`src/rtl/alu_pkg.sv`:
```
`default_nettype none
// ============================================================================
// Module      : alu_pkg
// Description : Shared opcode constants and FSM state encoding for the ALU.
// Revision    : 1.0 - initial release
// ============================================================================
package alu_pkg;

    // 4-bit operation select encodings
    localparam logic [3:0] c_OP_ADD  = 4'b0000;
    localparam logic [3:0] c_OP_SUB  = 4'b0001;
    localparam logic [3:0] c_OP_AND  = 4'b0010;
    localparam logic [3:0] c_OP_OR   = 4'b0011;
    localparam logic [3:0] c_OP_SLT  = 4'b0100;
    localparam logic [3:0] c_OP_PASS = 4'b0101;
    localparam logic [3:0] c_OP_XOR  = 4'b0110;
    localparam logic [3:0] c_OP_NOR  = 4'b0111;
    localparam logic [3:0] c_OP_SLL  = 4'b1000;
    localparam logic [3:0] c_OP_SRL  = 4'b1001;
    localparam logic [3:0] c_OP_SRA  = 4'b1010;
    localparam logic [3:0] c_OP_SLTU = 4'b1011;
    localparam logic [3:0] c_OP_MUL  = 4'b1100;

    // Control FSM states
    typedef enum logic [1:0] {
        ST_IDLE = 2'd0,
        ST_MUL  = 2'd1,
        ST_DONE = 2'd2
    } state_t;

endpackage : alu_pkg
`default_nettype wire

```
`src/rtl/alu_core.sv`:
```
`default_nettype none
// ============================================================================
// Module      : alu_core
// Description : Single-cycle combinational ALU datapath with Z/N/C/V/err
//               flags. MUL is accepted as legal here but its result comes from
//               the iterative multiplier in the parent block.
// Revision    : 1.0 - initial release
// ============================================================================
module alu_core
    import alu_pkg::*;
#(
    parameter  int WIDTH = 32,
    localparam int SHW   = $clog2(WIDTH)
) (
    input  logic [WIDTH-1:0] op1_i,
    input  logic [WIDTH-1:0] op2_i,
    input  logic [3:0]       alu_sel_i,
    output logic [WIDTH-1:0] res_o,
    output logic             z_o,
    output logic             n_o,
    output logic             c_o,
    output logic             v_o,
    output logic             err_o
);

    logic [WIDTH:0]   w_sum;
    logic [WIDTH:0]   w_diff;
    logic [SHW-1:0]   w_shamt;
    logic [WIDTH-1:0] w_res;
    logic             w_c;
    logic             w_v;
    logic             w_err;

    // Extra top bit of the unsigned add/subtract gives carry-out / borrow.
    assign w_sum   = {1'b0, op1_i} + {1'b0, op2_i};
    assign w_diff  = {1'b0, op1_i} - {1'b0, op2_i};
    assign w_shamt = op2_i[SHW-1:0];

    // Operation decode: result, carry, overflow and illegal-opcode detection
    always_comb begin
        w_res = '0;
        w_c   = 1'b0;
        w_v   = 1'b0;
        w_err = 1'b0;
        case (alu_sel_i)
            c_OP_ADD: begin
                w_res = w_sum[WIDTH-1:0];
                w_c   = w_sum[WIDTH];
                w_v   = (op1_i[WIDTH-1] == op2_i[WIDTH-1]) &&
                        (w_sum[WIDTH-1] != op1_i[WIDTH-1]);
            end
            c_OP_SUB: begin
                w_res = w_diff[WIDTH-1:0];
                w_c   = w_diff[WIDTH];
                w_v   = (op1_i[WIDTH-1] != op2_i[WIDTH-1]) &&
                        (w_diff[WIDTH-1] != op1_i[WIDTH-1]);
            end
            c_OP_AND:  w_res = op1_i & op2_i;
            c_OP_OR:   w_res = op1_i | op2_i;
            c_OP_SLT:  w_res = {{(WIDTH-1){1'b0}}, ($signed(op1_i) < $signed(op2_i))};
            c_OP_PASS: w_res = op1_i;
            c_OP_XOR:  w_res = op1_i ^ op2_i;
            c_OP_NOR:  w_res = ~(op1_i | op2_i);
            c_OP_SLL:  w_res = op1_i << w_shamt;
            c_OP_SRL:  w_res = op1_i >> w_shamt;
            c_OP_SRA:  w_res = $unsigned($signed(op1_i) >>> w_shamt);
            c_OP_SLTU: w_res = {{(WIDTH-1){1'b0}}, (op1_i < op2_i)};
            c_OP_MUL:  w_res = '0;
            default:   w_err = 1'b1;
        endcase
    end

    assign res_o = w_res;
    assign z_o   = !w_err && (w_res == '0);
    assign n_o   = w_res[WIDTH-1];
    assign c_o   = w_c;
    assign v_o   = w_v;
    assign err_o = w_err;

endmodule : alu_core
`default_nettype wire

```
`src/rtl/alu_fase_2.sv`:
```
`default_nettype none
// ============================================================================
// Module      : alu_fase_2
// Description : Handshaked ALU. Single-cycle ops complete one cycle after
//               accept; MUL runs a WIDTH-cycle shift-add multiplier. Result
//               and flags are held until the consumer takes them.
// Revision    : 1.0 - initial release
// ============================================================================
module alu_fase_2
    import alu_pkg::*;
#(
    parameter  int WIDTH = 32,
    localparam int SHW   = $clog2(WIDTH)
) (
    input  logic             clk,
    input  logic             rst,
    input  logic             in_valid,
    output logic             in_ready,
    input  logic [WIDTH-1:0] OP1,
    input  logic [WIDTH-1:0] OP2,
    input  logic [3:0]       ALUSel,
    output logic             out_valid,
    input  logic             out_ready,
    output logic [WIDTH-1:0] Res,
    output logic             Z,
    output logic             N,
    output logic             C,
    output logic             V,
    output logic             err
);

    localparam logic [SHW-1:0] c_CNT_LAST = SHW'(WIDTH - 1);

    state_t           state_q;
    state_t           state_d;
    logic [WIDTH-1:0] mcand_q;
    logic [WIDTH-1:0] mplier_q;
    logic [WIDTH-1:0] acc_q;
    logic [SHW-1:0]   cnt_q;
    logic [WIDTH-1:0] res_q;
    logic             z_q;
    logic             n_q;
    logic             c_q;
    logic             v_q;
    logic             err_q;

    logic             w_accept;
    logic             w_is_mul;
    logic             w_mul_last;
    logic [WIDTH-1:0] w_acc_next;
    logic [WIDTH-1:0] w_core_res;
    logic             w_core_z;
    logic             w_core_n;
    logic             w_core_c;
    logic             w_core_v;
    logic             w_core_err;

    alu_core #(
        .WIDTH (WIDTH)
    ) u_core (
        .op1_i     (OP1),
        .op2_i     (OP2),
        .alu_sel_i (ALUSel),
        .res_o     (w_core_res),
        .z_o       (w_core_z),
        .n_o       (w_core_n),
        .c_o       (w_core_c),
        .v_o       (w_core_v),
        .err_o     (w_core_err)
    );

    assign w_accept   = in_valid && (state_q == ST_IDLE);
    assign w_is_mul   = (ALUSel == c_OP_MUL);
    assign w_mul_last = (state_q == ST_MUL) && (cnt_q == c_CNT_LAST);
    // One multiplier bit per cycle, LSB first, against a left-shifting multiplicand.
    assign w_acc_next = mplier_q[0] ? (acc_q + mcand_q) : acc_q;

    // State register
    always_ff @(posedge clk) begin
        if (rst) state_q <= ST_IDLE;
        else     state_q <= state_d;
    end

    // Next-state logic: accept only in IDLE, release DONE on out_ready
    always_comb begin
        state_d = state_q;
        case (state_q)
            ST_IDLE: if (w_accept) state_d = w_is_mul ? ST_MUL : ST_DONE;
            ST_MUL:  if (w_mul_last) state_d = ST_DONE;
            ST_DONE: if (out_ready) state_d = ST_IDLE;
            default: state_d = ST_IDLE;
        endcase
    end

    // Iterative shift-add multiplier; always runs the full WIDTH iterations
    always_ff @(posedge clk) begin
        if (rst) begin
            mcand_q  <= '0;
            mplier_q <= '0;
            acc_q    <= '0;
            cnt_q    <= '0;
        end else if (w_accept && w_is_mul) begin
            mcand_q  <= OP1;
            mplier_q <= OP2;
            acc_q    <= '0;
            cnt_q    <= '0;
        end else if (state_q == ST_MUL) begin
            mcand_q  <= mcand_q << 1;
            mplier_q <= mplier_q >> 1;
            acc_q    <= w_acc_next;
            cnt_q    <= cnt_q + 1'b1;
        end
    end

    // Result/flag registers: loaded at single-cycle accept or final MUL step, else held
    always_ff @(posedge clk) begin
        if (rst) begin
            res_q <= '0;
            z_q   <= 1'b0;
            n_q   <= 1'b0;
            c_q   <= 1'b0;
            v_q   <= 1'b0;
            err_q <= 1'b0;
        end else if (w_accept && !w_is_mul) begin
            res_q <= w_core_res;
            z_q   <= w_core_z;
            n_q   <= w_core_n;
            c_q   <= w_core_c;
            v_q   <= w_core_v;
            err_q <= w_core_err;
        end else if (w_mul_last) begin
            res_q <= w_acc_next;
            z_q   <= (w_acc_next == '0);
            n_q   <= w_acc_next[WIDTH-1];
            c_q   <= 1'b0;
            v_q   <= 1'b0;
            err_q <= 1'b0;
        end
    end

    assign in_ready  = (state_q == ST_IDLE);
    assign out_valid = (state_q == ST_DONE);
    assign Res       = res_q;
    assign Z         = z_q;
    assign N         = n_q;
    assign C         = c_q;
    assign V         = v_q;
    assign err       = err_q;

endmodule : alu_fase_2
`default_nettype wire

```
`config.mk`:
```
export PLATFORM = sky130hd
export DESIGN_NAME = alu_fase_2
export DESIGN_NICKNAME = d
export VERILOG_FILES = /design/src/rtl/alu_pkg.sv /design/src/rtl/alu_core.sv /design/src/rtl/alu_fase_2.sv
export SDC_FILE = /design/constraint.sdc
export NUM_CORES = 1
export LEC_CHECK = 0
export CORE_UTILIZATION = 55
export CTS_BUF_LIST = sky130_fd_sc_hd__clkbuf_8
export CTS_CLUSTER_SIZE = 16
export DETAILED_ROUTE_END_ITERATION = 16
export DONT_BUFFER_PORTS = 1
export PLACE_DENSITY_LB_ADDON = 0.05
export SYNTH_ARGS = -nofsm -noshare
export SYNTH_HDL_FRONTEND = slang
export SYNTH_HIERARCHICAL = 1
export SYNTH_SLANG_ARGS = --single-unit
```
`constraint.sdc`:
```
create_clock -name clk -period 7.08 [get_ports clk]
set_input_delay 1.416 -clock clk [delete_from_list [all_inputs] [get_ports clk]]
set_output_delay 1.416 -clock clk [all_outputs]
set_load 0.01 [all_outputs]
```
; After elaboration in Yosys (flattened, before gate mapping)
; Index checks and enable logic that the tools add are counted.
[classes]
bitwise = 4
add_sub_neg = 4
shift = 3
eq_ne = 22
mux = 24
magnitude_cmp = 2
reduce_logical = 17
[op_table]
columns = cell, n
row1 = one-hot mux 32 bit (12 select lines), 1
row2 = two-way mux 32 bit, 7
row3 = zero test 32 bit, 2
row4 = < comparator 32 bit, 2
row5 = adder 32 x 32 -> 33 bit, 1
row6 = subtractor 32 x 32 -> 33 bit, 1
row7 = adder 32 bit, 1
row8 = bitwise AND 32 bit, 1
row9 = NOT 32 bit, 1
row10 = bitwise OR 32 bit, 1
row11 = left shift 32 x 5 -> 32 bit, 1
row12 = right shift 32 x 5 -> 32 bit, 1
row13 = >>> shifter 32 x 5 -> 32 bit, 1
row14 = bitwise XOR 32 bit, 1
row15 = == test 4 bit (second input constant), 5
row16 = == test 4 x 3 -> 1 bit (second input constant), 4
row17 = OR reduction 13 bit, 1
row18 = two-way mux 1 bit, 9
row19 = == test 4 x 2 -> 1 bit (second input constant), 2
row20 = two-way mux 2 bit, 4
row21 = logical AND 1 bit, 7
row22 = one-hot mux 2 bit (3 select lines), 1
row23 = adder 5 x 1 -> 5 bit (second input constant), 1
row24 = == test 5 bit (second input constant), 1
row25 = other kinds (14), 19
[totals]
output_inout_bits = 39
word_cells = 87
reg_bits = 140

; Longest topological paths before layout
; Gate-level depths: netlist (run 1).
[logic_depth]
word_depth = 6
mapped_depth = 21

; By module
; Netlist (run 1), hierarchy kept.
[modules_own_cells]
columns = module, cells_each, seq_area_each_um2, n_inst, area_each_um2
row1 = alu_core, 1450, 0.0, 1, 9810.7
row2 = alu_fase_2, 1019, 2802.7, 1, 7913.8

; Least setup slack after synthesis (run 1)
; OpenSTA, ideal clock, no wires.
[synth_path]
path_type = in2reg
start = in OP2[1]
end = reg z_q (netlist: Z)
setup_time_ns = 0.059
setup_slack_ns = 1.529
stages = 21
n_path_buf = 4
arrival_ns = 5.492
required_time_ns = 7.021
path_cell_list = buf_6 > buf_6 > buf_4 > buf_6 > inv_1 > fa_1 > nor2b_4 > o2111ai_2 > a211o_1 > and2_4 > o311ai_2 > a41oi_1 > a221o_1 > a221o_1 > or4_1 > nor4_1 > nand4b_1 > nor4_2 > nand2_1 > a21oi_1 > a41o_1
[synth_lines]
columns = item, line_no
row1 = from (decl), alu_fase_2.sv:20  ; input logic [WIDTH-1:0] OP2,
row2 = subtractor 32 x 32 -> 33 bit (tied with other cells), alu_core.sv:36  ; assign w_diff = {1'b0, op1_i} - {1'b0, op2_i};
row3 = one-hot mux 32 bit (12 select lines) (*), alu_core.sv:45  ; case (alu_sel_i)
row4 = via w_core_res[18], alu_fase_2.sv:51  ; logic [WIDTH-1:0] w_core_res;
row5 = zero test 32 bit (*), alu_core.sv:74  ; assign z_o = !w_err && (w_res == '0);
row6 = logical AND 1 bit (*), alu_core.sv:74
row7 = via w_core_z, alu_fase_2.sv:52  ; logic w_core_z;
row8 = two-way mux 1 bit (*), alu_fase_2.sv:124  ; end else if (w_accept && !w_is_mul) begin
row9 = to (signal assigned), alu_fase_2.sv:126  ; z_q <= w_core_z;
row10 = to (signal assigned), alu_fase_2.sv:133  ; z_q <= (w_acc_next == '0);
row11 = to (decl), alu_fase_2.sv:41  ; logic z_q;
; Mark *: on every way through the listed nets, which the timed path passes. The rest lies on a longest branch.
; A chain may end at the register's enable or synchronous reset.

; Final worst setup path (run 1)
[layout_path]
start = in OP2[9]
end = reg z_q (netlist: Z)
[layout_lines]
columns = item, line_no
row1 = < comparator 32 bit (on tied branches), "alu_core.sv:67, alu_core.sv:60"
row2 = one-hot mux 32 bit (12 select lines) (*), alu_core.sv:45
row3 = via w_core_res[0], alu_fase_2.sv:51
row4 = zero test 32 bit (*), alu_core.sv:74
row5 = logical AND 1 bit (*), alu_core.sv:74
row6 = via w_core_z, alu_fase_2.sv:52
row7 = two-way mux 1 bit (*), alu_fase_2.sv:124
; Marks and branches as above.

==> results of run 1 <==
-- power by group --
| part | switching, W | internal (W) | total (W) |
|---|---|---|---|
| Combinational | 0.000573 | 0.000329 | 0.000902 |
| Sequential | 0.0000332 | 0.000812 | 0.000846 |
| Clock | 0.000378 | 0.000320 | 0.000698 |
-- placed cells by master (no fill, tap or decap), types with 32 or more instances in the layout --
master / synthesis / routed
xnor2_1: 39 / 39
o21ai_0: 120 / 120
nand2_1: 295 / 295
nor3_1: 51 / 49
a211oi_1: 45 / 45
ha_1: 131 / 131
dfxtp_1: 140 / 139
inv_1: 102 / 103
mux2_2: 43 / 43
a311oi_1: 37 / 37
nor2_1: 257 / 254
mux2i_1: 71 / 71
a21oi_1: 214 / 214
buf_4: 2 / 34
nor4_1: 33 / 32
a221oi_1: 37 / 37
a22oi_1: 69 / 69
nand3_1: 52 / 51
-- cell type report --
class,instances,share of cell area [%]
multi-input combinational,2025,75.9
sequential,140,15.5
tap,402,2.78
inverter,105,2.18
timing repair buffer,34,1.41
clock buffer,17,1.29
clock inverter,15,0.905
antenna,2,0.0276
-- sequential cells by signal, summed over array words and instances (netlist names) --
name	flops
Res	32
acc_q	32
mcand_q	32
mplier_q	32
cnt_q	5
state_q	2
C	1
N	1
V	1
Z	1
err	1
-- how the worst min path moves through the flow --
stage	endpoint	slack, ns	startpoint	cells past startpoint
2_1_floorplan	mplier_q[1]	0.44	mplier_q[1]	2
3_3_place_gp	mplier_q[4]	0.44	mplier_q[4]	2
3_5_place_dp	mplier_q[8]	0.44	mplier_q[8]	2
4_1_cts	mplier_q[8]	0.46	mplier_q[8]	2
5_1_grt	mplier_q[13]	0.48	mplier_q[13]	2
6_report	mplier_q[4]	0.46	mplier_q[4]	2
-- critical path: cells and delay by family --
family                   cells  cell delay, ns
AO/OA/AOI/OAI                8            2.17
buffers and inverters        2            0.21
adder cells (fa/ha/maj)      1            0.46
AND/OR/NAND/NOR              7            1.80
-- kinds of logic (layout without fill, tap and decap cells) --
| logic type | Yosys count | after routing | share of synthesized area [%] |
|---|---|---|---|
| flip-flops | 140 | 140 | 15.8 |
| AND/OR/NAND/NOR | 858 | 858 | 22.4 |
| multiplexers | 137 | 137 | 9.54 |
| AO/OA/AOI/OAI | 848 | 848 | 33.3 |
| adder cells (fa/ha/maj) | 134 | 134 | 9.59 |
| XOR/XNOR | 48 | 48 | 2.37 |
| buffers and inverters | 304 | 171 | 6.98 |
| other | 0 | 2 | 0 |
-- synthesized netlist by cell type (10+ instances only) --
library cell / n
o21ai_0: 120
a22oi_1: 69
nor2b_1: 27
a221oi_1: 37
o21bai_1: 19
mux4_2: 21
nand2_1: 295
a222oi_1: 10
a21oi_1: 214
ha_1: 131
a211o_1: 13
clkbuf_1: 139
mux2i_1: 71
nor2_1: 257
nand4_1: 29
or2_2: 10
a31oi_1: 19
a211oi_1: 45
and2_1: 14
mux2_2: 43
xnor2_1: 39
nand3_1: 52
a22o_1: 15
a21o_1: 28
nand2b_1: 26
o221ai_1: 11
or3_1: 17
o22ai_1: 22
inv_1: 102
buf_1: 17
a221o_1: 13
nor4_1: 33
dfxtp_1: 140
buf_2: 35
o31ai_1: 28
a311oi_1: 37
nor3_1: 51
o211ai_1: 26
-- per-layer routing --
layer / share of wire, % / vias up / wire, um
met5: 0.014 / - / 11
met3: 13 / 345 / 10100
met2: 43 / 1445 / 34200
met1: 37 / 9725 / 29300
li1: - / 8921 / -
met4: 6.8 / 2 / 5390
-- metrics by stage --
stage          setup WS, ns  area (um2)  util (%)  power (W)  hold slack, ns
2_1_floorplan          1.53       17700         -    0.00152           0.437
3_3_place_gp           1.29       17700      56.0    0.00172           0.437
3_5_place_dp           1.28       17700      56.0    0.00172           0.442
4_1_cts                1.79       18100      57.2    0.00241           0.455
5_1_grt                1.39       18100      57.2    0.00253           0.475
6_report               1.45       18100      57.3    0.00245           0.461
==> results.cfg, run 1 <==
[status]
status = finished clean

[setup_path]
reg2reg_depth = 11
critical_path_required_ns = 7.52
path_cells = inv_1, ha_1, nor4_1, nand3_1, a21oi_1, nor4_1, buf_4, a41o_1, a21oi_1, a2111oi_0, a2111oi_0, o41ai_1, nor4_1, nand4b_1, nor4_2, nand2_1, a21oi_1, a41o_1
cp_max_fo = 13
cp_slowest_stage_delay_ns = 0.81
r2r_start = mcand_q[0]
critical-path-slowest-cell = nor4_1
endpoint = Z
rrSetupSlack_ns = 3.20
critPathKind = in2reg
cp-start-kind = input port
critPathArrivalTime_ns = 6.07
cp-startpoint = OP2[9]
end_kind = flip-flop
rr_endpoint = Z

[route]
ant_nets = 0
routed_wl_mm = 78.9
post_drt_via_cell_ratio = 7.46
drc_errors = 0
vias = 20400
first_iter_violations = 2734
wl_per_cell_um = 28.8
first_pass_iters = 9

[sta]
hold_viol_final = 0
final.setup.tns_ns = 0
slew_headroom_pct = 14.3
drv_slew = 0
fin_skew_ns = 0.0201
post-route-period-util_pct = 79.5
tightest_slew_ns = 1.27
fmax_mhz = 178
fin_crit_ns = 5.63
rsz0062_at_grt = no
setup_viol_count_final = 0

[clocking]
holdBufCountCts = 0
clkLatencyLatePin_ns = 0.51
cts_buffers = 17
post_cts_buffers = 0
clkSinkCount = 140
ctsResizeCount = 0
cts_max_level = 4
cts_max_path_buffers = 2
root_buffer = clkbuf_8
cts_tree = yes
clk_pin_slew_ns = 0.10

[global_route]
grt_pass1_wl_mm = 117
grt.busiest_layer = met2
grt_max_degree = 102
globalRouteMet2Util_pct = 72.5
antenna_found_initial = 2
grt_pass1_vias = 18900
grt_use_total_pct = 46.8
grt-ovfl-total = 0
use_met1_pct = 57.4
use_met3_pct = 13.2

[power]
p_leak_nw = 6.90
ir_worst_vdd_mv = 0.182
p_per_area_nw_per_um2 = 135

[die]
die_w_um = 182
row_count = 65
core_area_um2 = 31600
start_util_pct = 56.0
dieArea_um2 = 32900
io_pins = 111
die_h_um = 182

[min_path]
hp-class = reg2reg

[placed_design]
numPortBuffers = 0
place_congestion = 1.07
hpwl_mm = 58.3
dp_cells = 2706

[synthesis]
synthArstFlopShare_pct = 0
synth.cell_area_um2 = 17700
ys_warn_count = 6
synth-edff-count = 0
synth_area_per_cell_um2 = 7.18
yosysSeqAreaShare_pct = 15.8
yosys.area.top_type = dfxtp_1
syn_inst = 2469
synth_ff_type = dfxtp_1
synth.area.top_cells = dfxtp_1 16%, ha_1 9.2%, nand2_1 6.2%
ys_ff_latch = 140
synth_top_cell_area_share_pct = 15.8
syn_nets = 2675
synth.distinct_cells = 99

[layout]
area_delta_synth_final_pct = 2.19
nets = 2529
register_area_um2 = 2800
multi_input_area_um2 = 13800
final_cells = 2740
drive_gt1_share_pct = 8.01
fillers = 3078

[job]
cap_violations = 0
Note: power is estimated with default switching activity, not from simulation.
==> inputs of run 2 (changes only) <==
==> constraint.sdc (replaced) <==
create_clock -name clk -period 5.7 [get_ports clk]
set_input_delay 1.14 -clock clk [delete_from_list [all_inputs] [get_ports clk]]
set_output_delay 1.14 -clock clk [all_outputs]
set_load 0.01 [all_outputs]
==> results.cfg, run 2 (same netlist as run 1, synthesis figures left out) <==
[setup_path]
cp-start-kind = input port
critPathArrivalTime_ns = 5.56
end_kind = flip-flop
r2r_start = mcand_q[0]
critical_path_required_ns = 6.14
cp-startpoint = OP2[0]
cp_max_fo = 67
critPathKind = in2reg

[clocking]
clkSinkCount = 140
ctsResizeCount = 0
cts_max_path_buffers = 2
holdBufCountCts = 0
clk_pin_slew_ns = 0.08
cts_tree = yes
post_cts_buffers = 0
cts_max_level = 4
cts_buffers = 17
clkLatencyLatePin_ns = 0.51
root_buffer = clkbuf_8

[die]
die_w_um = 182
core_area_um2 = 31600
row_count = 65
start_util_pct = 56.0
dieArea_um2 = 32900
die_h_um = 182
io_pins = 111

[sta]
slew_headroom_pct = 21.6
fmax_mhz = 195
post-route-period-util_pct = 89.9
rsz0062_at_grt = no
fin_crit_ns = 5.12
drv_slew = 0
setup_viol_count_final = 0
worst_slack_ns = 0.577
fin_skew_ns = 0.0247
tightest_slew_ns = 1.17
hold_viol_final = 0
final.setup.tns_ns = 0

[min_path]
hp-class = reg2reg
hp-start = mplier_q[17]

[global_route]
grt_max_degree = 102
grt_pass1_vias = 18900
grt-ovfl-total = 0
grt_use_total_pct = 46.1
antenna_found_initial = 1
grt_pass1_wl_mm = 116

[power]
p_total_w = 0.00309
ir_worst_vdd_mv = 0.188
p_per_area_nw_per_um2 = 168
p_leak_nw = 7.03

[route]
first_pass_iters = 12
ant_nets = 0
drc_errors = 0
vias = 20500
routed_wl_mm = 77.8
post_drt_via_cell_ratio = 7.40
first_iter_violations = 2895
wl_per_cell_um = 28.1

[placed_design]
hpwl_mm = 58.2
dp_cells = 2733
numPortBuffers = 0
post-place-ws_ns = 0.178
place_congestion = 1.12

[layout]
final_common_cell = nand2_1
drive_gt1_share_pct = 9.01
fillers = 3082
nets = 2556
final_cell_mix = 295 x nand2_1, 255 x nor2_1, 213 x a21oi_1
final_cells = 2766
area_delta_synth_final_pct = 3.38

[status]
status = finished clean

[job]
cap_violations = 0
-- run 2: changes by cell type in the layout (fill, tap and decap cells not counted), sizes merged --
cell | before | now
clkinvlp | 2 | 3
buf | 34 | 61
diode | 2 | 1
inv | 109 | 107
bufinv | 2 | 3
-- run 2: path summary, 6_finish.rpt --
kind | cells after the start | endpoint | slack (ns)
max | 18 | Z | 0.58
min | 2 | mplier_q[17] | 0.46
max reg2reg | 11 | Z | 1.69
min reg2reg | 2 | mplier_q[17] | 0.46
-- run 2: power by group --
group	total, W	leakage, nW	internal [W]	switching, W
combinational	0.00115	5.69	0.000430	0.000719
clock	0.000888	0.205	0.000432	0.000456
sequential	0.00105	1.13	0.00101	0.0000406
total	0.00309	7.03	0.00187	0.00122
-- run 2: layout make-up --
class	instances	area (um2)	area share [%]
Antenna cell	1	2.50	0.0137
Clock inverter	15	174	0.949
Multi-Input combinational cell	2025	13800	75.1
Sequential cell	140	2800	15.3
Tap cell	402	503	2.74
Timing Repair Buffer	61	458	2.50
Clock buffer	17	234	1.28
Inverter	105	394	2.15
-- run 2: stage by stage --
| step | area [um2] | hold WS, ns | utilization, % |
|---|---|---|---|
| final | 18300 | 0.457 | 57.9 |
| after global routing | 18300 | 0.475 | 57.9 |
| after CTS | 18300 | 0.456 | 57.9 |
| after detailed placement | 17900 | 0.442 | 56.6 |
| after global placement | 17900 | 0.437 | 56.6 |
| after floorplan | 17700 | 0.437 | - |
-- run 2: critical path, stage by stage --
cell	delay, ns
ha_1	0.20
inv_1	0.07
fa_1	0.44
nor2b_4	0.14
o2111ai_2	0.12
a211o_1	0.33
o21ai_0	0.30
nand4_1	0.22
a211oi_1	0.40
o211ai_1	0.15
a2111oi_0	0.93
o211ai_1	0.16
nor4_1	0.25
nand4b_1	0.16
nor4_2	0.15
nand2_1	0.08
a21oi_1	0.17
a41o_1	0.13
-- run 2: per-layer routing --
layer	vias to the layer above	GRT usage (%)	part of all wire, %
met5	-	0	0
li1	8999	-	-
met4	0	27.3	6.4
met1	9688	58.6	38
met2	1463	70.6	43
met3	309	11.3	12
